`config.mk`:
```
export PLATFORM = sky130hd
export DESIGN_NAME = ppl_wb_regfile_flat
export DESIGN_NICKNAME = d
export VERILOG_FILES = /design/src/rtl/ppl_pkg.sv /design/src/rtl/ppl_wb_regfile_if.sv /design/src/rtl/ppl_rf_readport.sv /design/src/rtl/ppl_wb_regfile.sv /design/src/flat_wrapper.sv
export SDC_FILE = /design/constraint.sdc
export NUM_CORES = 2
export LEC_CHECK = 0
export CAP_MARGIN = 20
export CORE_UTILIZATION = 50
export DETAILED_ROUTE_END_ITERATION = 6
export GPL_TIMING_DRIVEN = 0
export PLACE_DENSITY = 0.74
export SYNTH_ARGS = -nofsm -noshare
export SYNTH_HDL_FRONTEND = slang
export SYNTH_SLANG_ARGS = --single-unit
```
`constraint.sdc`:
```
create_clock -name clk -period 39.5 [get_ports clk]
set_input_delay 11.85 -clock clk [delete_from_list [all_inputs] [get_ports clk]]
set_output_delay 11.85 -clock clk [all_outputs]
set_load 0.03 [all_outputs]
```
`src/rtl/ppl_pkg.sv`:
```
// Shared pipeline package: default widths, the r0 index constant and the
// register-index / data-word typedefs used by the pipeline-register,
// forwarding and register-file blocks.
package ppl_pkg;

  localparam int PPL_DATA_W = 32;
  localparam int PPL_ADDR_W = 5;

  typedef logic [PPL_ADDR_W-1:0] reg_idx_t;
  typedef logic [PPL_DATA_W-1:0] word_t;

  localparam reg_idx_t REG_ZERO = 5'd0;

endpackage

```
`src/rtl/ppl_wb_regfile_if.sv`:
```
// MEM/WB to register-file bundle plus the D-stage read ports.
//   master : pipeline side (drives W-stage bundle and read indices)
//   slave  : register file (drives read data and commit counter)
// Signals:
//   wWriteReg / wReg / wDataImm : W-stage write enable, index, data
//   dRs / dRt                   : D-stage read indices
//   dQa / dQb                   : D-stage read data
//   wbCount                     : committed non-r0 write counter
// Optional (PPL_RF_DEBUG_PORT_EN): dbgReg / dbgQ debug read port.
interface ppl_wb_regfile_if #(
  parameter int DATA_W = 32,
  parameter int ADDR_W = 5,
  parameter int CNT_W  = 32
);
  logic              wWriteReg;
  logic [ADDR_W-1:0] wReg;
  logic [DATA_W-1:0] wDataImm;
  logic [ADDR_W-1:0] dRs;
  logic [ADDR_W-1:0] dRt;
  logic [DATA_W-1:0] dQa;
  logic [DATA_W-1:0] dQb;
  logic [CNT_W-1:0]  wbCount;
`ifdef PPL_RF_DEBUG_PORT_EN
  logic [ADDR_W-1:0] dbgReg;
  logic [DATA_W-1:0] dbgQ;

  modport master (
    output wWriteReg, wReg, wDataImm, dRs, dRt, dbgReg,
    input  dQa, dQb, wbCount, dbgQ
  );
  modport slave (
    input  wWriteReg, wReg, wDataImm, dRs, dRt, dbgReg,
    output dQa, dQb, wbCount, dbgQ
  );
`else
  modport master (
    output wWriteReg, wReg, wDataImm, dRs, dRt,
    input  dQa, dQb, wbCount
  );
  modport slave (
    input  wWriteReg, wReg, wDataImm, dRs, dRt,
    output dQa, dQb, wbCount
  );
`endif
endinterface

```
`src/rtl/ppl_rf_readport.sv`:
```
// One register-file read port: forces r0 to zero and, when BYPASS!=0,
// returns the in-flight W-stage data for a matching index.
// Ports:
//   i_idx      read index
//   i_row      array contents at i_idx
//   i_wr_en    W-stage write enable
//   i_wr_idx   W-stage destination index
//   i_wr_data  W-stage write-back data
//   o_q        read data (combinational)
module ppl_rf_readport #(
  parameter int DATA_W = 32,
  parameter int ADDR_W = 5,
  parameter int BYPASS = 1
) (
  input  logic [ADDR_W-1:0] i_idx,
  input  logic [DATA_W-1:0] i_row,
  input  logic              i_wr_en,
  input  logic [ADDR_W-1:0] i_wr_idx,
  input  logic [DATA_W-1:0] i_wr_data,
  output logic [DATA_W-1:0] o_q
);

  logic w_hit;

  // i_idx != 0 already implies the write index is non-zero on a hit.
  assign w_hit = (BYPASS != 0) && i_wr_en && (i_wr_idx == i_idx);

  always_comb begin
    o_q = i_row;
    if (i_idx == '0)
      o_q = '0;
    else if (w_hit)
      o_q = i_wr_data;
  end

endmodule

```
`src/rtl/ppl_wb_regfile.sv`:
```
// Write-back end of the MEM/WB interface: commits the W-stage bundle into
// a 2**ADDR_W entry GPR file (r0 hard-wired to zero), serves the D-stage
// rs/rt reads with optional same-cycle W->D bypass, and counts committed
// non-r0 writes.
// Ports:
//   clk    pipeline clock, rising edge
//   reset  asynchronous active-high reset (clears array and counter)
//   bus    ppl_wb_regfile_if.slave (W-stage bundle, read ports, wbCount)
// Optional feature macro: PPL_RF_DEBUG_PORT_EN adds the dbgReg/dbgQ
// non-bypassed debug read port.
module ppl_wb_regfile
  import ppl_pkg::*;
#(
  parameter int DATA_W = PPL_DATA_W,
  parameter int ADDR_W = PPL_ADDR_W,
  parameter int CNT_W  = 32,
  parameter int BYPASS = 1
) (
  input  logic              clk,
  input  logic              reset,
  ppl_wb_regfile_if.slave   bus
);

  localparam int unsigned NREG = 2 ** ADDR_W;

  logic [DATA_W-1:0] r_mem [NREG];
  logic [CNT_W-1:0]  r_cnt;

  logic              w_commit;
  logic [DATA_W-1:0] w_qa;
  logic [DATA_W-1:0] w_qb;

  assign w_commit = bus.wWriteReg && (bus.wReg != '0);

  // Entry 0 is cleared on reset and never written, so the array itself
  // never holds a non-zero r0; the read ports force it regardless.
  always_ff @(posedge clk or posedge reset) begin
    if (reset) begin
      for (int unsigned i = 0; i < NREG; i++)
        r_mem[i] <= '0;
      r_cnt <= '0;
    end else if (w_commit) begin
      r_mem[bus.wReg] <= bus.wDataImm;
      r_cnt           <= r_cnt + CNT_W'(1);
    end
  end

  ppl_rf_readport #(.DATA_W(DATA_W), .ADDR_W(ADDR_W), .BYPASS(BYPASS)) u_rd_a (
    .i_idx     (bus.dRs),
    .i_row     (r_mem[bus.dRs]),
    .i_wr_en   (bus.wWriteReg),
    .i_wr_idx  (bus.wReg),
    .i_wr_data (bus.wDataImm),
    .o_q       (w_qa)
  );

  ppl_rf_readport #(.DATA_W(DATA_W), .ADDR_W(ADDR_W), .BYPASS(BYPASS)) u_rd_b (
    .i_idx     (bus.dRt),
    .i_row     (r_mem[bus.dRt]),
    .i_wr_en   (bus.wWriteReg),
    .i_wr_idx  (bus.wReg),
    .i_wr_data (bus.wDataImm),
    .o_q       (w_qb)
  );

  assign bus.dQa     = w_qa;
  assign bus.dQb     = w_qb;
  assign bus.wbCount = r_cnt;

`ifdef PPL_RF_DEBUG_PORT_EN
  logic [DATA_W-1:0] w_qdbg;

  ppl_rf_readport #(.DATA_W(DATA_W), .ADDR_W(ADDR_W), .BYPASS(0)) u_rd_dbg (
    .i_idx     (bus.dbgReg),
    .i_row     (r_mem[bus.dbgReg]),
    .i_wr_en   (bus.wWriteReg),
    .i_wr_idx  (bus.wReg),
    .i_wr_data (bus.wDataImm),
    .o_q       (w_qdbg)
  );

  assign bus.dbgQ = w_qdbg;
`endif

endmodule

```
`src/flat_wrapper.sv`:
```
// flat-port wrapper written by rule: the top's interface ports become plain ports
module ppl_wb_regfile_flat import ppl_pkg::*;
#(
  parameter int DATA_W = PPL_DATA_W,
  parameter int ADDR_W = PPL_ADDR_W,
  parameter int CNT_W  = 32,
  parameter int BYPASS = 1
)
  (clk, reset, bus_wWriteReg, bus_wReg, bus_wDataImm, bus_dRs, bus_dRt, bus_dQa, bus_dQb, bus_wbCount);
  ppl_wb_regfile_if #(.DATA_W(DATA_W), .ADDR_W(ADDR_W), .CNT_W(CNT_W)) bus_i ();
  input  logic clk;
  input  logic reset;
  input wire logic [$bits(bus_i.wWriteReg)-1:0] bus_wWriteReg;
  input wire logic [$bits(bus_i.wReg)-1:0] bus_wReg;
  input wire logic [$bits(bus_i.wDataImm)-1:0] bus_wDataImm;
  input wire logic [$bits(bus_i.dRs)-1:0] bus_dRs;
  input wire logic [$bits(bus_i.dRt)-1:0] bus_dRt;
  output wire logic [$bits(bus_i.dQa)-1:0] bus_dQa;
  output wire logic [$bits(bus_i.dQb)-1:0] bus_dQb;
  output wire logic [$bits(bus_i.wbCount)-1:0] bus_wbCount;
  assign bus_i.wWriteReg = bus_wWriteReg;
  assign bus_i.wReg = bus_wReg;
  assign bus_i.wDataImm = bus_wDataImm;
  assign bus_i.dRs = bus_dRs;
  assign bus_i.dRt = bus_dRt;
  assign bus_dQa = bus_i.dQa;
  assign bus_dQb = bus_i.dQb;
  assign bus_wbCount = bus_i.wbCount;
  ppl_wb_regfile #(.DATA_W(DATA_W), .ADDR_W(ADDR_W), .CNT_W(CNT_W), .BYPASS(BYPASS)) u_core (.clk(clk), .reset(reset), .bus(bus_i));
endmodule
```
==> key figures <==
Status
  • Failing checks: DRC
  • Outcome: finished with violations

STA
  • Fin Setup TNS: 0 ns
  • Final Slew Violations: 0
  • Crit path time final: 29.50 ns
  • Fmax: ~34 MHz
  • Final setup skew: around 0.0053 ns
  • # setup viols final: 0
  • Final Hold Viols: 0
  • Worst-Margin Slew: 1.43 ns
  • Headroom to the max-slew limit: under 10%
  • RSZ-0062 raised after global routing: false
  • Final worst slack: 10.0 ns
  • Period utilization: ~75%

Clock tree
  • Num Clock Sinks: between 1,000 and 1,500
  • Post_cts resized: 0
  • Worst-path clk slew: 0.06 ns
  • Clock Latency Late Sink: between 0.7 and 0.8 ns
  • Post-CTS setup buffer count: 0
  • Root Buffer: clkbuf_16
  • Clock buffer depth: 3
  • Post-CTS Hold Buffers: 0
  • CTS tree: built
  • Cts bufs inserted: between 100 and 150
  • H-tree depth: 3

Routing
  • Max layer used: met5
  • Drt wl/cell: about 45 µm
  • Initial DRC count: approximately 8,400
  • Met1 wire length: around 90,000 µm
  • Vias/cell: between 7 and 8
  • Met3 WL: a little under 50,000 µm
  • Vias: roughly 46,000
  • Post-DRT Antenna Nets: 0
  • DRT Wirelength: ~270,000 µm
  • Wire length on met2: slightly above 100,000 µm
  • Iteration count of the initial detailed-routing pass: 7
  • DRC viols: 1

GRT
  • Total GRT Usage: between 40% and 50%
  • GR Overflow Total: 0
  • First-pass GRT wire length: about 360,000 µm
  • Largest net degree at the start of global routing: 44
  • Vias in the first global route: roughly 43,000
  • Initial antenna violation count: 27

Yosys
  • Synth Area per Inst: ~14 µm²
  • Unique masters post-synth: 68
  • Post-synth EDFFs: 0
  • Mapped cell area: 0.0568 mm²
  • Ys flop type: dfrtp_1
  • Synth Register Bits: around 1,100
  • Syn. warnings: 0
  • Sequential area share after synthesis: between 40% and 50%
  • Gate Count Post-Synth: 3,955
  • Syn_nets: approximately 4,000
  • Post-synth ARST share: between 90% and 100%

Setup path
  • Critical path type: input port to primary output
  • Worst Path Arrival: ~18 ns
  • CP Launch Type: input port
  • Crit path max fanout: 10
  • Data required, critical path: ~28 ns
  • Worst Reg-to-Reg Cells: 5
  • Endpoint class of the critical path: primary output

Power and ir drop
  • Peak supply drop: between 0.04 and 0.05 mV
  • Leakage Power: ~28 nW
  • PwrDens: approximately 50 mW/mm²

Worst hold path
  • Worst hold path depth: 1
  • HP Class: flop to flop

Final layout
  • Ratio of cells with drive above 1 in the final layout: 41.2%
  • Total Nets Final: approximately 4,400
  • Fill cells: slightly below 9,000
  • P&R area growth vs syn: 15.6%

Floorplan
  • Row count: 123
  • Core footprint: roughly 0.11 mm²
  • Die Width: 339 µm
  • Die Area: 0.115 mm²
  • I/O pin count: between 100 and 150
  • Initial cell density of the core: slightly above 50%
  • Die Span Y: ~340 µm

Place
  • HPWL Detailed: 183,000 µm
  • RD Place Congestion: between 1 and 1.5
  • Port Buffer Count: 137
  • Dpl ws: around 11 ns

Flow run
  • Maxcap violations: 0
[kinds of logic after synthesis]
logic type / after synthesis / share of synthesized area (%)
buffers and inverters: 453 / 4.19
muxes: 1602 / 39.9
AOI/OAI and AO/OA: 462 / 5.85
adders and majority gates: 1 / 0.0220
DFF: 1056 / 46.5
xor gates and xnor gates: 41 / 0.632
and+or+nand+nor: 340 / 2.90
[path summary, 6_finish.rpt]
check	slack, ns	end	from
worst min-delay path	0.47	u_core.bus.wbCount[31]	u_core.bus.wbCount[31]
worst max-delay path	10.0	bus_dQb[29]	bus_dRt[1]
worst max register to register	37.38	u_core.bus.wbCount[31]	u_core.bus.wbCount[0]
min in group asynchronous	11.51	u_core.r_mem[856]	reset
max in group asynchronous	25.98	u_core.r_mem[849]	reset
worst min register to register	0.47	u_core.bus.wbCount[31]	u_core.bus.wbCount[31]
[final cells by class]
type / count / area [µm²] / area share (%)
Clock inverter: 32 / 359 / 0.547
Clock buffer: 166 / 3320 / 5.06
Sequential cell: 1056 / 26400 / 40.3
Tap cell: 1500 / 1880 / 2.86
Timing Repair Buffer: 240 / 3160 / 4.82
Multi-Input combinational cell: 2446 / 28000 / 42.7
Inverter: 12 / 48.8 / 0.0743
Buffer: 441 / 2360 / 3.59
Antenna cell: 36 / 90.1 / 0.137
[worst max-delay path, cell delays in order]
cell,delay (ns)
clkdlybuf4s50_1,0.53
buf_2,0.59
nor2_1,0.31
buf_4,0.29
buf_2,0.33
nand2_1,0.97
nand2_1,0.61
o32ai_1,1.26
clkdlybuf4s50_1,0.86
[Yosys cell counts, types with 14 or more instances]
cell,count,area [µm²]
a22oi_1,85,638
a21oi_1,21,105
xnor2_1,31,272
mux2_1,149,1680
buf_4,20,150
mux2i_1,152,1520
nand2b_1,23,144
buf_2,109,546
nand2_1,79,297
buf_1,58,218
buf_6,41,462
nor2_1,118,443
dfrtp_1,1056,26400
a221o_1,14,140
clkbuf_1,200,751
o22ai_1,130,813
a31oi_1,18,113
nand3_1,18,90.1
mux2_2,876,9860
mux4_2,425,9570
a221oi_1,55,482
o21ai_0,56,280
[layer usage]
metal	vias to the layer above	global-route usage [%]
met3	1640	29.5
met5	-	2.88
li1	16000	-
met1	23500	55.1
met2	4919	59.9
met4	26	35.5
[metrics by stage]
step | utilization [%] | total power [mW] | area (µm²) | hold slack, ns | instances
after global placement | 53.4 | 2.16 | 60000 | 0.454 | 5592
final | 58.3 | 3.33 | 65600 | 0.473 | 5929
after global routing | 58.3 | 3.40 | 65600 | 0.493 | 5896
after floorplan | - | 1.93 | 56800 | 0.441 | 3955
after detailed placement | 54.8 | 2.20 | 61700 | 0.464 | 5683
after CTS | 58.1 | 3.27 | 65400 | 0.476 | 5881
[sequential cells by signal, indices dropped and copies added, names as in the netlist]
signal              cells
u_core.r_mem         1024
u_core.bus.wbCount     32
[cells in the final DEF (no fill, tap or decap), drive strengths merged, types with 6 or more instances in the layout]
cell type	Yosys	layout
buf	241	344
diode	0	36
a221oi	62	62
o21ai	64	64
o311ai	7	7
a221o	14	14
xnor2	31	31
nor2	118	118
nand2	79	79
clkbuf	200	366
nor2b	13	13
nor4	7	7
a21oi	21	21
nand2b	23	23
mux2i	152	152
inv	12	14
and3	10	10
or3	8	8
nor3	11	11
mux2	1025	1025
nor3b	8	8
clkinv	0	23
o21a	8	8
and2	6	6
clkdlybuf4s50	0	137
or2	10	10
nand3	18	18
xor2	10	10
a21o	6	6
nand3b	9	9
mux4	425	425
o22ai	130	130
a31oi	18	18
nand4	13	13
bufinv	0	6
a22oi	85	85
dfrtp	1056	1056
[power by group]
| group | switching, mW | total [mW] | internal (mW) |
|---|---|---|---|
| combinational | 0.393 | 0.794 | 0.400 |
| clock | 0.478 | 1.09 | 0.616 |
| sequential | 0.160 | 1.44 | 1.29 |
| total | 1.03 | 3.33 | 2.30 |
Power figures use the tool's default switching activity.
